### config.mk
export PLATFORM = sky130hd
export DESIGN_NAME = shift_sub_divider_flat
export DESIGN_NICKNAME = d
export VERILOG_FILES = /design/src/rtl/div_pkg.sv /design/src/rtl/shift_sub_divider_if.sv /design/src/rtl/divider_result.sv /design/src/rtl/shift_sub_divider.sv /design/src/flat_wrapper.sv
export SDC_FILE = /design/constraint.sdc
export NUM_CORES = 1
export LEC_CHECK = 0
export ABC_AREA = 1
export CAP_MARGIN = 20
export CORE_ASPECT_RATIO = 1.2
export CORE_MARGIN = 10
export CORE_UTILIZATION = 46
export DETAILED_ROUTE_END_ITERATION = 6
export PLACE_DENSITY = 0.75
export SLEW_MARGIN = 20
export SYNTH_ARGS = -nofsm -noshare
export SYNTH_HDL_FRONTEND = slang
export SYNTH_SLANG_ARGS = --single-unit
### constraint.sdc
create_clock -name i_CLK -period 1.5 [get_ports i_CLK]
set_input_delay 0.3 -clock i_CLK [delete_from_list [all_inputs] [get_ports i_CLK]]
set_output_delay 0.3 -clock i_CLK [all_outputs]
set_load 0.01 [all_outputs]
### src/rtl/div_pkg.sv
`default_nettype none
// ============================================================================
// Module   : div_pkg
// Brief    : Shared state encoding and width helper for the shift-subtract divider.
// Revision : 1.0 - initial release
// ============================================================================
package div_pkg;

  localparam logic [1:0] ST_IDLE = 2'd0;
  localparam logic [1:0] ST_CALC = 2'd1;
  localparam logic [1:0] ST_DONE = 2'd2;

  typedef enum logic [1:0] {
    S_IDLE = ST_IDLE,
    S_CALC = ST_CALC,
    S_DONE = ST_DONE
  } state_t;

  // Ceiling log2, never less than 1 so a counter always has at least one bit.
  function automatic int clog2(input int v);
    int r;
    r = 0;
    for (int x = v - 1; x > 0; x = x >> 1) begin
      r++;
    end
    return (r < 1) ? 1 : r;
  endfunction

endpackage
`default_nettype wire

### src/rtl/shift_sub_divider_if.sv
`default_nettype none
// ============================================================================
// Module   : shift_sub_divider_if
// Brief    : Start/operand/result bundle between a requester and the divider.
// Revision : 1.0 - initial release
// ============================================================================
interface shift_sub_divider_if #(
  parameter int P_WIDTH = 4
) ();

  logic                   i_START;
  logic [2*P_WIDTH-1:0]   i_DIVIDEND;
  logic [P_WIDTH-1:0]     i_DIVISOR;
  logic [P_WIDTH-1:0]     o_QUOTIENT;
  logic [P_WIDTH-1:0]     o_REMAINDER;
  logic                   o_BUSY;
  logic                   o_DONE;
  logic                   o_DIV_ZERO;
  logic                   o_OVERFLOW;

  modport master (
    output i_START, i_DIVIDEND, i_DIVISOR,
    input  o_QUOTIENT, o_REMAINDER, o_BUSY, o_DONE, o_DIV_ZERO, o_OVERFLOW
  );

  modport slave (
    input  i_START, i_DIVIDEND, i_DIVISOR,
    output o_QUOTIENT, o_REMAINDER, o_BUSY, o_DONE, o_DIV_ZERO, o_OVERFLOW
  );

endinterface
`default_nettype wire

### src/rtl/divider_result.sv
`default_nettype none
// ============================================================================
// Module   : divider_result
// Brief    : Accumulator/divisor registers and one restoring shift-subtract step.
// Revision : 1.0 - initial release
// ============================================================================
module divider_result
  import div_pkg::*;
#(
  parameter int P_WIDTH = 4
) (
  input  wire logic                   i_CLK,
  input  wire logic                   i_RESET,
  input  wire logic                   i_load,
  input  wire logic                   i_shift,
  input  wire logic [2*P_WIDTH-1:0]   i_dividend,
  input  wire logic [P_WIDTH-1:0]     i_divisor,
  output logic      [P_WIDTH-1:0]     o_step_quot,
  output logic      [P_WIDTH-1:0]     o_step_rem
);

  localparam int c_W = P_WIDTH;

  // The accumulator's extra top bit is always zero between steps (partial
  // remainder < divisor), so it only exists combinationally as the shift-out.
  logic [2*c_W-1:0] r_acc;
  logic [c_W-1:0]   r_divisor;

  logic [2*c_W:0]   w_shifted;
  logic             w_ge;
  logic [c_W-1:0]   w_diff;
  logic [2*c_W-1:0] w_acc_next;

  assign w_shifted  = {r_acc, 1'b0};
  assign w_ge       = w_shifted[2*c_W:c_W] >= {1'b0, r_divisor};
  assign w_diff     = w_shifted[2*c_W-1:c_W] - r_divisor;
  assign w_acc_next = w_ge ? {w_diff, w_shifted[c_W-1:1], 1'b1}
                           : w_shifted[2*c_W-1:0];

  assign o_step_quot = w_acc_next[c_W-1:0];
  assign o_step_rem  = w_acc_next[2*c_W-1:c_W];

  always_ff @(posedge i_CLK) begin
    if (!i_RESET) begin
      r_acc     <= '0;
      r_divisor <= '0;
    end else if (i_load) begin
      r_acc     <= i_dividend;
      r_divisor <= i_divisor;
    end else if (i_shift) begin
      r_acc     <= w_acc_next;
    end
  end

endmodule
`default_nettype wire

### src/rtl/shift_sub_divider.sv
`default_nettype none
// ============================================================================
// Module   : shift_sub_divider
// Brief    : Sequential restoring unsigned divider, 2W/W -> W quotient and remainder.
// Revision : 1.0 - initial release
// ============================================================================
module shift_sub_divider
  import div_pkg::*;
#(
  parameter int P_WIDTH = 4
) (
  input  wire logic          i_CLK,
  input  wire logic          i_RESET,
  shift_sub_divider_if.slave bus
);

  localparam int                c_W     = P_WIDTH;
  localparam int                c_CNT_W = clog2(P_WIDTH);
  localparam logic [c_CNT_W-1:0] c_LAST = c_CNT_W'(P_WIDTH - 1);

  state_t             r_state;
  state_t             w_state_next;
  logic [c_CNT_W-1:0] r_count;
  logic [c_W-1:0]     r_quot;
  logic [c_W-1:0]     r_rem;
  logic               r_div_zero;
  logic               r_overflow;

  logic               w_load;
  logic               w_shift;
  logic               w_ld_err;
  logic               w_ld_res;
  logic               w_is_zero;
  logic               w_is_ovf;
  logic [c_W-1:0]     w_step_quot;
  logic [c_W-1:0]     w_step_rem;

  assign w_is_zero = (bus.i_DIVISOR == '0);
  assign w_is_ovf  = (bus.i_DIVIDEND[2*c_W-1:c_W] >= bus.i_DIVISOR);

  divider_result #(
    .P_WIDTH (P_WIDTH)
  ) u_result (
    .i_CLK       (i_CLK),
    .i_RESET     (i_RESET),
    .i_load      (w_load),
    .i_shift     (w_shift),
    .i_dividend  (bus.i_DIVIDEND),
    .i_divisor   (bus.i_DIVISOR),
    .o_step_quot (w_step_quot),
    .o_step_rem  (w_step_rem)
  );

  always_ff @(posedge i_CLK) begin
    if (!i_RESET) begin
      r_state <= S_IDLE;
    end else begin
      r_state <= w_state_next;
    end
  end

  always_comb begin
    w_state_next = r_state;
    w_load       = 1'b0;
    w_shift      = 1'b0;
    w_ld_err     = 1'b0;
    w_ld_res     = 1'b0;
    case (r_state)
      S_IDLE: begin
        if (bus.i_START) begin
          w_load = 1'b1;
          if (w_is_zero || w_is_ovf) begin
            w_ld_err     = 1'b1;
            w_state_next = S_DONE;
          end else begin
            w_state_next = S_CALC;
          end
        end
      end
      S_CALC: begin
        w_shift = 1'b1;
        if (r_count == c_LAST) begin
          w_ld_res     = 1'b1;
          w_state_next = S_DONE;
        end
      end
      S_DONE:  w_state_next = S_IDLE;
      default: w_state_next = S_IDLE;
    endcase
  end

  always_ff @(posedge i_CLK) begin
    if (!i_RESET) begin
      r_count <= '0;
    end else if (w_load) begin
      r_count <= '0;
    end else if (w_shift) begin
      r_count <= r_count + 1'b1;
    end
  end

  // A zero divisor also satisfies the overflow compare; it reports only as div-by-zero.
  always_ff @(posedge i_CLK) begin
    if (!i_RESET) begin
      r_quot     <= '0;
      r_rem      <= '0;
      r_div_zero <= 1'b0;
      r_overflow <= 1'b0;
    end else if (w_load) begin
      r_div_zero <= w_is_zero;
      r_overflow <= w_is_ovf && !w_is_zero;
      if (w_ld_err) begin
        r_quot <= '0;
        r_rem  <= '0;
      end
    end else if (w_ld_res) begin
      r_quot <= w_step_quot;
      r_rem  <= w_step_rem;
    end
  end

  assign bus.o_QUOTIENT  = r_quot;
  assign bus.o_REMAINDER = r_rem;
  assign bus.o_BUSY      = (r_state == S_CALC);
  assign bus.o_DONE      = (r_state == S_DONE);
  assign bus.o_DIV_ZERO  = r_div_zero;
  assign bus.o_OVERFLOW  = r_overflow;

endmodule
`default_nettype wire

### src/flat_wrapper.sv
// flat-port wrapper written by rule: the top's interface ports become plain ports
module shift_sub_divider_flat import div_pkg::*;
#(
  parameter int P_WIDTH = 4
)
  (i_CLK, i_RESET, bus_i_START, bus_i_DIVIDEND, bus_i_DIVISOR, bus_o_QUOTIENT, bus_o_REMAINDER, bus_o_BUSY, bus_o_DONE, bus_o_DIV_ZERO, bus_o_OVERFLOW);
  shift_sub_divider_if #(.P_WIDTH(P_WIDTH)) bus_i ();
  input  wire logic i_CLK;
  input  wire logic i_RESET;
  input wire logic [$bits(bus_i.i_START)-1:0] bus_i_START;
  input wire logic [$bits(bus_i.i_DIVIDEND)-1:0] bus_i_DIVIDEND;
  input wire logic [$bits(bus_i.i_DIVISOR)-1:0] bus_i_DIVISOR;
  output wire logic [$bits(bus_i.o_QUOTIENT)-1:0] bus_o_QUOTIENT;
  output wire logic [$bits(bus_i.o_REMAINDER)-1:0] bus_o_REMAINDER;
  output wire logic [$bits(bus_i.o_BUSY)-1:0] bus_o_BUSY;
  output wire logic [$bits(bus_i.o_DONE)-1:0] bus_o_DONE;
  output wire logic [$bits(bus_i.o_DIV_ZERO)-1:0] bus_o_DIV_ZERO;
  output wire logic [$bits(bus_i.o_OVERFLOW)-1:0] bus_o_OVERFLOW;
  assign bus_i.i_START = bus_i_START;
  assign bus_i.i_DIVIDEND = bus_i_DIVIDEND;
  assign bus_i.i_DIVISOR = bus_i_DIVISOR;
  assign bus_o_QUOTIENT = bus_i.o_QUOTIENT;
  assign bus_o_REMAINDER = bus_i.o_REMAINDER;
  assign bus_o_BUSY = bus_i.o_BUSY;
  assign bus_o_DONE = bus_i.o_DONE;
  assign bus_o_DIV_ZERO = bus_i.o_DIV_ZERO;
  assign bus_o_OVERFLOW = bus_i.o_OVERFLOW;
  shift_sub_divider #(.P_WIDTH(P_WIDTH)) u_core (.i_CLK(i_CLK), .i_RESET(i_RESET), .bus(bus_i));
endmodule
Word level (Yosys, flattened, before mapping)
Cells that the tools add are included.
{ "word_totals": {"regBits": 26, "latch_bits": 0, "mem_bits_rw": 0, "rom_bits": 0, "input_bits": 15, "output_inout_bits": 12, "wordCells": 49, "n_memories": 0} }
{ "classes": {"addsub": 2, "multipliers": 0, "div": 0, "order_cmp": 2, "n_eq_ne": 6, "shift": 0, "mux": 20, "n_bitwise": 1, "n_reduce_logical": 10} }
{ "ops": {"columns": ["op", "n"], "rows": [
  ["8-bit 2-to-1 mux", 3],
  ["4-bit 2-to-1 mux", 5],
  ["1-bit 2-to-1 mux", 8],
  ["2-bit 2-to-1 mux", 3],
  ["5-bit by 4-bit greater-or-equal comparator with 1-bit output", 1],
  ["2-bit == test, second input constant", 2],
  ["4-bit greater-or-equal comparator", 1],
  ["4-bit logical NOT", 1],
  ["2-bit by 1-bit != test with 1-bit output, second input constant", 2],
  ["2-bit one-hot mux with 2 select lines", 1],
  ["2-bit AND reduction", 2],
  ["2-bit nonzero test", 2],
  ["4-bit subtractor", 1],
  ["2-bit by 1-bit adder with 2-bit output, second input constant", 1],
  ["2-bit by 1-bit == test with 1-bit output, second input constant", 1],
  ["2-bit logical NOT", 1],
  ["2-bit != test, second input constant", 1],
  ["2-bit OR reduction", 1],
  ["1-bit logical AND", 1],
  ["1-bit logical NOT", 1],
  ["1-bit logical OR", 1],
  ["1-bit inverter", 1]
]} }

Logic depth before layout (Yosys ltp)
Gate-level depths: netlist of run 1.
{ "logic_depth": {"depth_word": 7, "ltp_mapped": 12, "depth_no_buf": 12} }

Hierarchy
Synthesis of run 1 repeated with hierarchy kept, for this count alone.
{ "hier_totals": {"cells_unflattened": 214, "hier_area_um2": 1547.7} }
{ "modules_own_cells": {"columns": ["module", "instances", "cells_each", "area_per_inst_um2", "seq_area_each_um2"], "rows": [
  ["shift_sub_divider", 1, 112, 797.0, 280.3],
  ["divider_result", 1, 102, 750.7, 240.2]
]} }

Worst setup path before layout of run 1
No wires, ideal clock.
{ "synth_timing": {"path_kind": "flip-flop to flip-flop", "start": "reg u_core.u_result.r_acc[3]", "end": "reg u_core.r_rem[1] (netlist: u_core.bus.o_REMAINDER[1])", "setup_time_ns": 0.064, "t_arrival_ns": 1.432, "required_time_ns": 1.436, "setup_slack_ns": 0.005, "path_stages_with_launch": 10, "path_buffers": 0, "synth_period_minus_slack_ns": 1.495, "path_cell_list": "dfxtp_1 > inv_1 > ha_1 > inv_1 > fa_1 > inv_1 > nand2_1 > nand3_1 > and2_1 > nor2_1"} }
{ "synth_between": {"elab_chain_len": 4, "word_cells_on_any_way": 5, "classes_between": "1 x add/sub; 1 x order compare; 3 x mux"} }
{ "synth_rtl": {"columns": ["item", "line_no", "source"], "rows": [
  ["start: declaration", "divider_result.sv:26", "logic [2*c_W-1:0] r_acc;"],
  ["start signal: assignment", "divider_result.sv:48", "r_acc <= i_dividend;"],
  ["start signal: assignment", "divider_result.sv:51", "r_acc <= w_acc_next;"],
  ["4-bit subtractor or 5-bit by 4-bit greater-or-equal comparator with 1-bit output (tied branches)", "divider_result.sv:36, divider_result.sv:35", null],
  ["8-bit 2-to-1 mux *", "divider_result.sv:37", "assign w_acc_next = w_ge ? {w_diff, w_shifted[c_W-1:1], 1'b1}"],
  ["4-bit 2-to-1 mux *", "shift_sub_divider.sv:116", "end else if (w_ld_res) begin"],
  ["4-bit 2-to-1 mux *", "shift_sub_divider.sv:109", "end else if (w_load) begin"],
  ["end signal: assignment", "shift_sub_divider.sv:118", "r_rem <= w_step_rem;"],
  ["end: declaration", "shift_sub_divider.sv:25", "logic [c_W-1:0] r_rem;"]
]} }
Mark *: on every way between the ends. The rest lies on a longest branch, timed or not. The select of a mux whose other input is x is not followed.
A chain may end at the register's enable or synchronous reset.

Worst setup path after layout of run 1
Ends and elaborated chain as after synthesis.

==> impl_metrics.ini, run 1 <==
[run_status]
run_status = complete, but fails checks
violations = negative setup slack

[global_route]
grt_pass1_wl_mm = 6.706
grt_pass1_vias = 1600
overflow = 0
antenna_found_initial = 0
grt_max_degree = 21
grt_usage = 0.1392

[synth]
ys_seq_area_frac = 0.3565
synth_top_area_frac = 0.3565
netlist_area_um2 = 1460
synth_area_leaders = dfxtp_1 (36%), nand2_1 (8.0%), ha_1 (7.7%)
synth.distinct_cells = 31
synth_nets = 221
syn_inst = 196
yosysWarnings = 0
synth_top_cell_by_area = dfxtp_1
synth.most_common_cell = nand2_1
ys_ff_latch = 26
syn_area_per_cell_um2 = 7.450
synthTopCellsByCount = nand2_1 (31), inv_1 (30), dfxtp_1 (26)
yosys_most_used_dff = dfxtp_1
ys_async_sr_fraction = 0
synth-edff-count = 0

[finish]
fin_cells = 290
finalNetCount = 280
drive_gt1_frac = 0.3228
antenna_cells = 0
design_area_um2 = 2171
area_growth_pct = 48.67
final_util = 0.7105

[clock_network]
h-tree-depth = 1
clockBufferDepth = 2
clk_pin_slew_worst_paths_ns = 0.14
root_buffer = clkbuf_4
numCtsBuffers = 3
cts_tree = built
clock-sinks = 26
clk_latency_ns = 0.33

[power_and_ir_drop]
share_comb_of_total_power = 0.437
p_sw_frac = 0.3506
clkPwrFrac = 0.213
seqPwrFrac = 0.350
p_sw_mw = 0.8073
ir_worst_vdd_mv = 0.6156
power.total_mw = 2.302
p_per_area_nw_per_um2 = 1061
p_leak_nw = 1.029
intPower_mw = 1.495

[drt]
vias = 1518
drtPass1Iterations = 4
vias_per_cell = 5.234
drtAntennaViolNets = 0
wl_per_cell_um = 14.26
wl_mm = 4.135
drt_iter0_markers = 83
drc = 0

[die]
die-area_um2 = 5837
die_w_um = 71.43
std_cell_rows = 22
io_pins = 27
die_h_um = 81.72
initial_core_util = 0.4779
core_um2 = 3055

[setup_path]
worstSetupPathType = flop to flop
worstPathRequired_ns = 1.78
path_max_fanout = 2
start_kind = flop
crit_arrival_ns = 1.81
cp-end-kind = flop

[timing]
hold_violations = 0
finalCritPeriodShare = 1.021
tns_ns = -0.09616
rsz0062_at_grt = yes
layout_setup_ws_ns = -0.03177
timing.final.crit_period_ns = 1.532
finalClockSkew_ns = 0.006934
fmax_mhz = 652.8
hold_slack_ns = 0.3893
drv_slew = 0
slew-limit-headroom = 0.8021
max_slew.worst_pin.slew_ns = 0.2965
setup_viol = 5

[place]
dpl_cell_area_um2 = 1941
dp_cells = 279
place_ws_ns = -0.5997
io_buffers = 26
gp_congestion = 0.8813
dp_hpwl_mm = 2.822

[min_path]
hold_class = input pin to flop

[run]
maxCapViolations = 0
[area by class of cell]
| type | count | area (um2) |
|---|---|---|
| clock buffers | 3 | 22.52 |
| clock inverters | 1 | 30.03 |
| fillers | 257 | 884.6 |
| inverters | 34 | 135.1 |
| multi-input cells | 132 | 910.9 |
| flip-flops and latches | 26 | 534.3 |
| well taps | 36 | 45.04 |
| repair buffers | 58 | 493.0 |
[routing by layer]
metal  vias to the layer above  track usage  wire length [um]
li1                        760            -                 -
met1                       696       0.1483              1665
met2                        49       0.2500              2103
met3                        13      0.02654               225
met4                         0      0.08333               141
met5                         -            0                 0
[power groups by stage]
stage	Combinational, mW	Clock [mW]	Sequential [mW]
after floorplan	0.519	0	0.807
after global placement	0.811	0	0.807
after detailed placement	0.827	0	0.809
after CTS	0.903	0.498	0.805
after global routing	1.10	0.528	0.815
final	1.01	0.490	0.806
[registers in the layout, indices dropped and copies added, names as in the netlist]
| signal | flops |
|---|---|
| u_core.bus.o_OVERFLOW | 1 |
| u_core.u_result.r_divisor | 4 |
| u_core.bus.o_REMAINDER | 4 |
| u_core.r_count | 2 |
| u_core.bus.o_QUOTIENT | 4 |
| u_core.r_state | 2 |
| u_core.u_result.r_acc | 8 |
| u_core.bus.o_DIV_ZERO | 1 |
[timing repair]
action | 4_1_cts | 5_1_grt
cloned | 1 | 0
setup buffers | 2 | 4
pin swaps | 12 | 13
gates resized for setup | 46 | 18
endpoints found under the setup margin | 27 | 12
hold buffers | 0 | 0
[critical path: stages, from the launching register on]
cell,delay [ns]
dfxtp_2,0.34
inv_2,0.07
ha_4,0.15
inv_4,0.03
fa_1,0.49
inv_1,0.05
nand2_2,0.07
nand3_2,0.06
and2_4,0.14
nor2_2,0.08
[cell families (layout without fill, tap and decap cells)]
logic type,count (synthesis),after routing,share of synthesized area
AOI/OAI and AO/OA,35,35,0.1363
DFF,26,26,0.3565
and+or+nand+nor,84,85,0.2913
xor gates and xnor gates,2,2,0.01200
adders and majority gates,10,10,0.09083
buffers and inverters,39,96,0.1131
[placed cells by master, fill, tap and decap left out, types with 4 or more instances in the layout]
| cell | instances |
|---|---|
| buf_4 | 31 |
| nand2_1 | 28 |
| inv_1 | 22 |
| nand3_1 | 19 |
| dfxtp_1 | 19 |
| dlygate4sd2_1 | 16 |
| a21oi_1 | 14 |
| nor2_1 | 10 |
| inv_2 | 9 |
| o21ai_0 | 9 |
| nand4_1 | 8 |
| nand2_2 | 7 |
| ha_4 | 7 |
| clkdlybuf4s50_1 | 6 |
| dfxtp_2 | 5 |
| clkdlybuf4s15_1 | 4 |
[path summary, 6_finish.rpt]
kind | startpoint | end | slack (ns) | cells past startpoint
max reg2reg | u_core.u_result.r_acc[3] | u_core.bus.o_REMAINDER[1] | -0.03 | 9
max | u_core.u_result.r_acc[3] | u_core.bus.o_REMAINDER[1] | -0.03 | 9
min reg2reg | u_core.r_count[1] | u_core.r_count[1] | 0.48 | 2
min | bus_i_DIVISOR[3] | u_core.u_result.r_divisor[3] | 0.39 | 3
No activity file was read; power rests on OpenSTA's default activity.
==> inputs of run 2 (changes only) <==
--- a/config.mk
+++ b/config.mk
@@ -5,13 +5,12 @@
 export SDC_FILE = /design/constraint.sdc
 export NUM_CORES = 1
 export LEC_CHECK = 0
-export ABC_AREA = 1
 export CAP_MARGIN = 20
 export CORE_ASPECT_RATIO = 1.2
 export CORE_MARGIN = 10
 export CORE_UTILIZATION = 46
 export DETAILED_ROUTE_END_ITERATION = 6
-export PLACE_DENSITY = 0.75
+export PLACE_DENSITY = 0.76
 export SLEW_MARGIN = 20
 export SYNTH_ARGS = -nofsm -noshare
 export SYNTH_HDL_FRONTEND = slang
==> impl_metrics.ini, run 2 <==
[run_status]
run_status = complete, but fails checks
violations = negative setup slack

[place]
io_buffers = 26
dp_hpwl_mm = 3.011
dpl_cell_area_um2 = 1907
gp_congestion = 0.8887

[finish]
area_growth_pct = 49.33
finalNetCount = 252
design_area_um2 = 2079
final_util = 0.7328
final_cell_mix = nand2_1 (34), buf_4 (29), dfxtp_1 (20)
drive_gt1_frac = 0.3142
largest_reg_flops = 8
antenna_cells = 0
largest_register = u_core.u_result.r_acc
final_common_cell = nand2_1

[timing]
hold_violations = 0
setup_viol = 8
finalCritPeriodShare = 1.078
fmax_mhz = 618.6
drv_slew = 0
max_slew.worst_pin.slew_ns = 0.3604
finalClockSkew_ns = 0.01160
rsz0062_at_grt = yes
timing.final.crit_period_ns = 1.617
layout_setup_ws_ns = -0.1166
slew-limit-headroom = 0.7588

[power_and_ir_drop]
ir_worst_vdd_mv = 0.6702
p_sw_mw = 0.6658
p_sw_frac = 0.3204
seqPwrFrac = 0.376
intPower_mw = 1.412
share_comb_of_total_power = 0.390
p_per_area_nw_per_um2 = 999.3
p_leak_nw = 0.9172
clkPwrFrac = 0.234

[global_route]
grt_pass1_vias = 1530
grt_usage = 0.1411
met3_usage = 0.01845
use_met1 = 0.1469
overflow = 0
grtUsageMet2 = 0.2833
grt_pass1_wl_mm = 6.789
top_usage_layer = met2
grt_max_degree = 18
antenna_found_initial = 0

[synth]
synth_nets = 196
netlist_area_um2 = 1393
synth.distinct_cells = 40
yosys_most_used_dff = dfxtp_1
synth_area_leaders = dfxtp_1 (37%), nand2_1 (9.2%), ha_1 (8.1%)
synth-xor-area-share = 0.01258
ys_ff_latch = 26
synth_top_family_by_area = simple AND/OR/NAND/NOR gates
synth.most_common_cell = nand2_1
synth_top_cell_by_area = dfxtp_1
synth_fa_ha_area_frac = 0.09524
synth_compound_area_frac = 0.2004
synth-edff-count = 0
synthTopCellsByCount = nand2_1 (34), dfxtp_1 (26), nor2_1 (15)
synth_top_area_frac = 0.3738
yosys.area_share.simple = 0.2345
yosysWarnings = 0
synth.area.mux_share = 0.02875
syn_inst = 171
syn_area_per_cell_um2 = 8.144
ys_seq_area_frac = 0.3738
ys_async_sr_fraction = 0

[drt]
drtAntennaViolNets = 0
wl_mm = 4.122
wl_per_cell_um = 15.85
vias_per_cell = 5.542
drtPass1Iterations = 4
drt_iter0_markers = 95
drc = 0
vias = 1441

[clock_network]
clockBufferDepth = 2
h-tree-depth = 1
cts_tree = built
root_buffer = clkbuf_4
clk_latency_ns = 0.32
numCtsBuffers = 3
clk_pin_slew_worst_paths_ns = 0.15
clock-sinks = 26

[setup_path]
cpPeakStageDelay_ns = 0.36
critPathSlowestCell = dfxtp_2
path_cells = inv_2 > ha_4 > o21ai_4 > a22oi_2 > mux2i_1 > o22ai_1
cp-end-kind = flop
start_kind = flop
worstSetupPathType = flop to flop
crit_start = u_core.u_result.r_acc[3]
r2r-start = u_core.u_result.r_acc[3]
path_max_fanout = 5
crit_arrival_ns = 1.84
worstPathRequired_ns = 1.72

[min_path]
hold_start = u_core.bus.o_QUOTIENT[3]
hold_class = flop to flop

[die]
io_pins = 27
std_cell_rows = 21
core_um2 = 2838
die-area_um2 = 5637
initial_core_util = 0.4907
die_h_um = 80.27
die_w_um = 70.23

[run]
maxCapViolations = 0
## run 2: path summary, 6_finish.rpt
kind                               endpoint  depth (start not counted)  slack, ns
setup reg to reg  u_core.bus.o_REMAINDER[2]                          6      -0.12
setup / recovery  u_core.bus.o_REMAINDER[2]                          6      -0.12
hold / removal     u_core.bus.o_QUOTIENT[3]                          2       0.46
hold reg to reg    u_core.bus.o_QUOTIENT[3]                          2       0.46
## run 2: metrics by stage
step	TNS, ns	hold WS [ns]	power (mW)	std cells	setup WS, ns
6_report	-0.4915	0.4611	2.078	260	-0.1166
5_1_grt	-0.9729	0.4766	2.178	260	-0.1627
4_1_cts	-0.2113	0.4630	2.021	260	-0.05350
3_5_place_dp	-7.953	0.4463	1.441	254	-0.5572
3_3_place_gp	-7.378	0.4401	1.413	254	-0.5012
2_1_floorplan	0	0.4341	1.168	171	0.003611
## run 2: power groups by stage
stage,logic (mW),clock network [mW],registers (mW)
after floorplan,0.385,0,0.783
after global placement,0.630,0,0.783
after detailed placement,0.654,0,0.787
after CTS,0.760,0.481,0.780
after global routing,0.869,0.521,0.788
final,0.811,0.486,0.781
## run 2: critical path, delay by kind of cell (launching register included)
kind	cells	cell delay, ns
flops	1	0.36
compound gates	3	0.52
buf+inv	1	0.05
mux	1	0.31
fa+ha+maj	1	0.27
## run 2: per-layer routing
layer	wire length (um)	vias up
met5	0	-
met4	41	0
met3	138	4
met2	2309	37
met1	1632	686
li1	-	714
## run 2: what timing repair did
item                       CTS  global route
gates resized for setup     39            11
cloned                       1             0
setup endpoints to repair   28            16
hold buffers                 0             0
pin swaps                   12             7
buffers inserted             1             0
## run 2: cell type report
type | count | area [um2]
well taps | 34 | 42.54
inverters | 12 | 47.55
repair buffers | 57 | 474.2
multi-input cells | 127 | 934.6
fillers | 204 | 758.2
flip-flops and latches | 26 | 528.0
clock inverters | 1 | 30.03
clock buffers | 3 | 22.52
## run 2: kinds of logic (layout without fill, tap and decap cells)
logic type	count (synthesis)	count (layout)
fa+ha+maj	10	10
mux	4	4
flops	26	26
compound gates	40	41
xor+xnor	2	2
simple gates	70	70
buf+inv	19	73
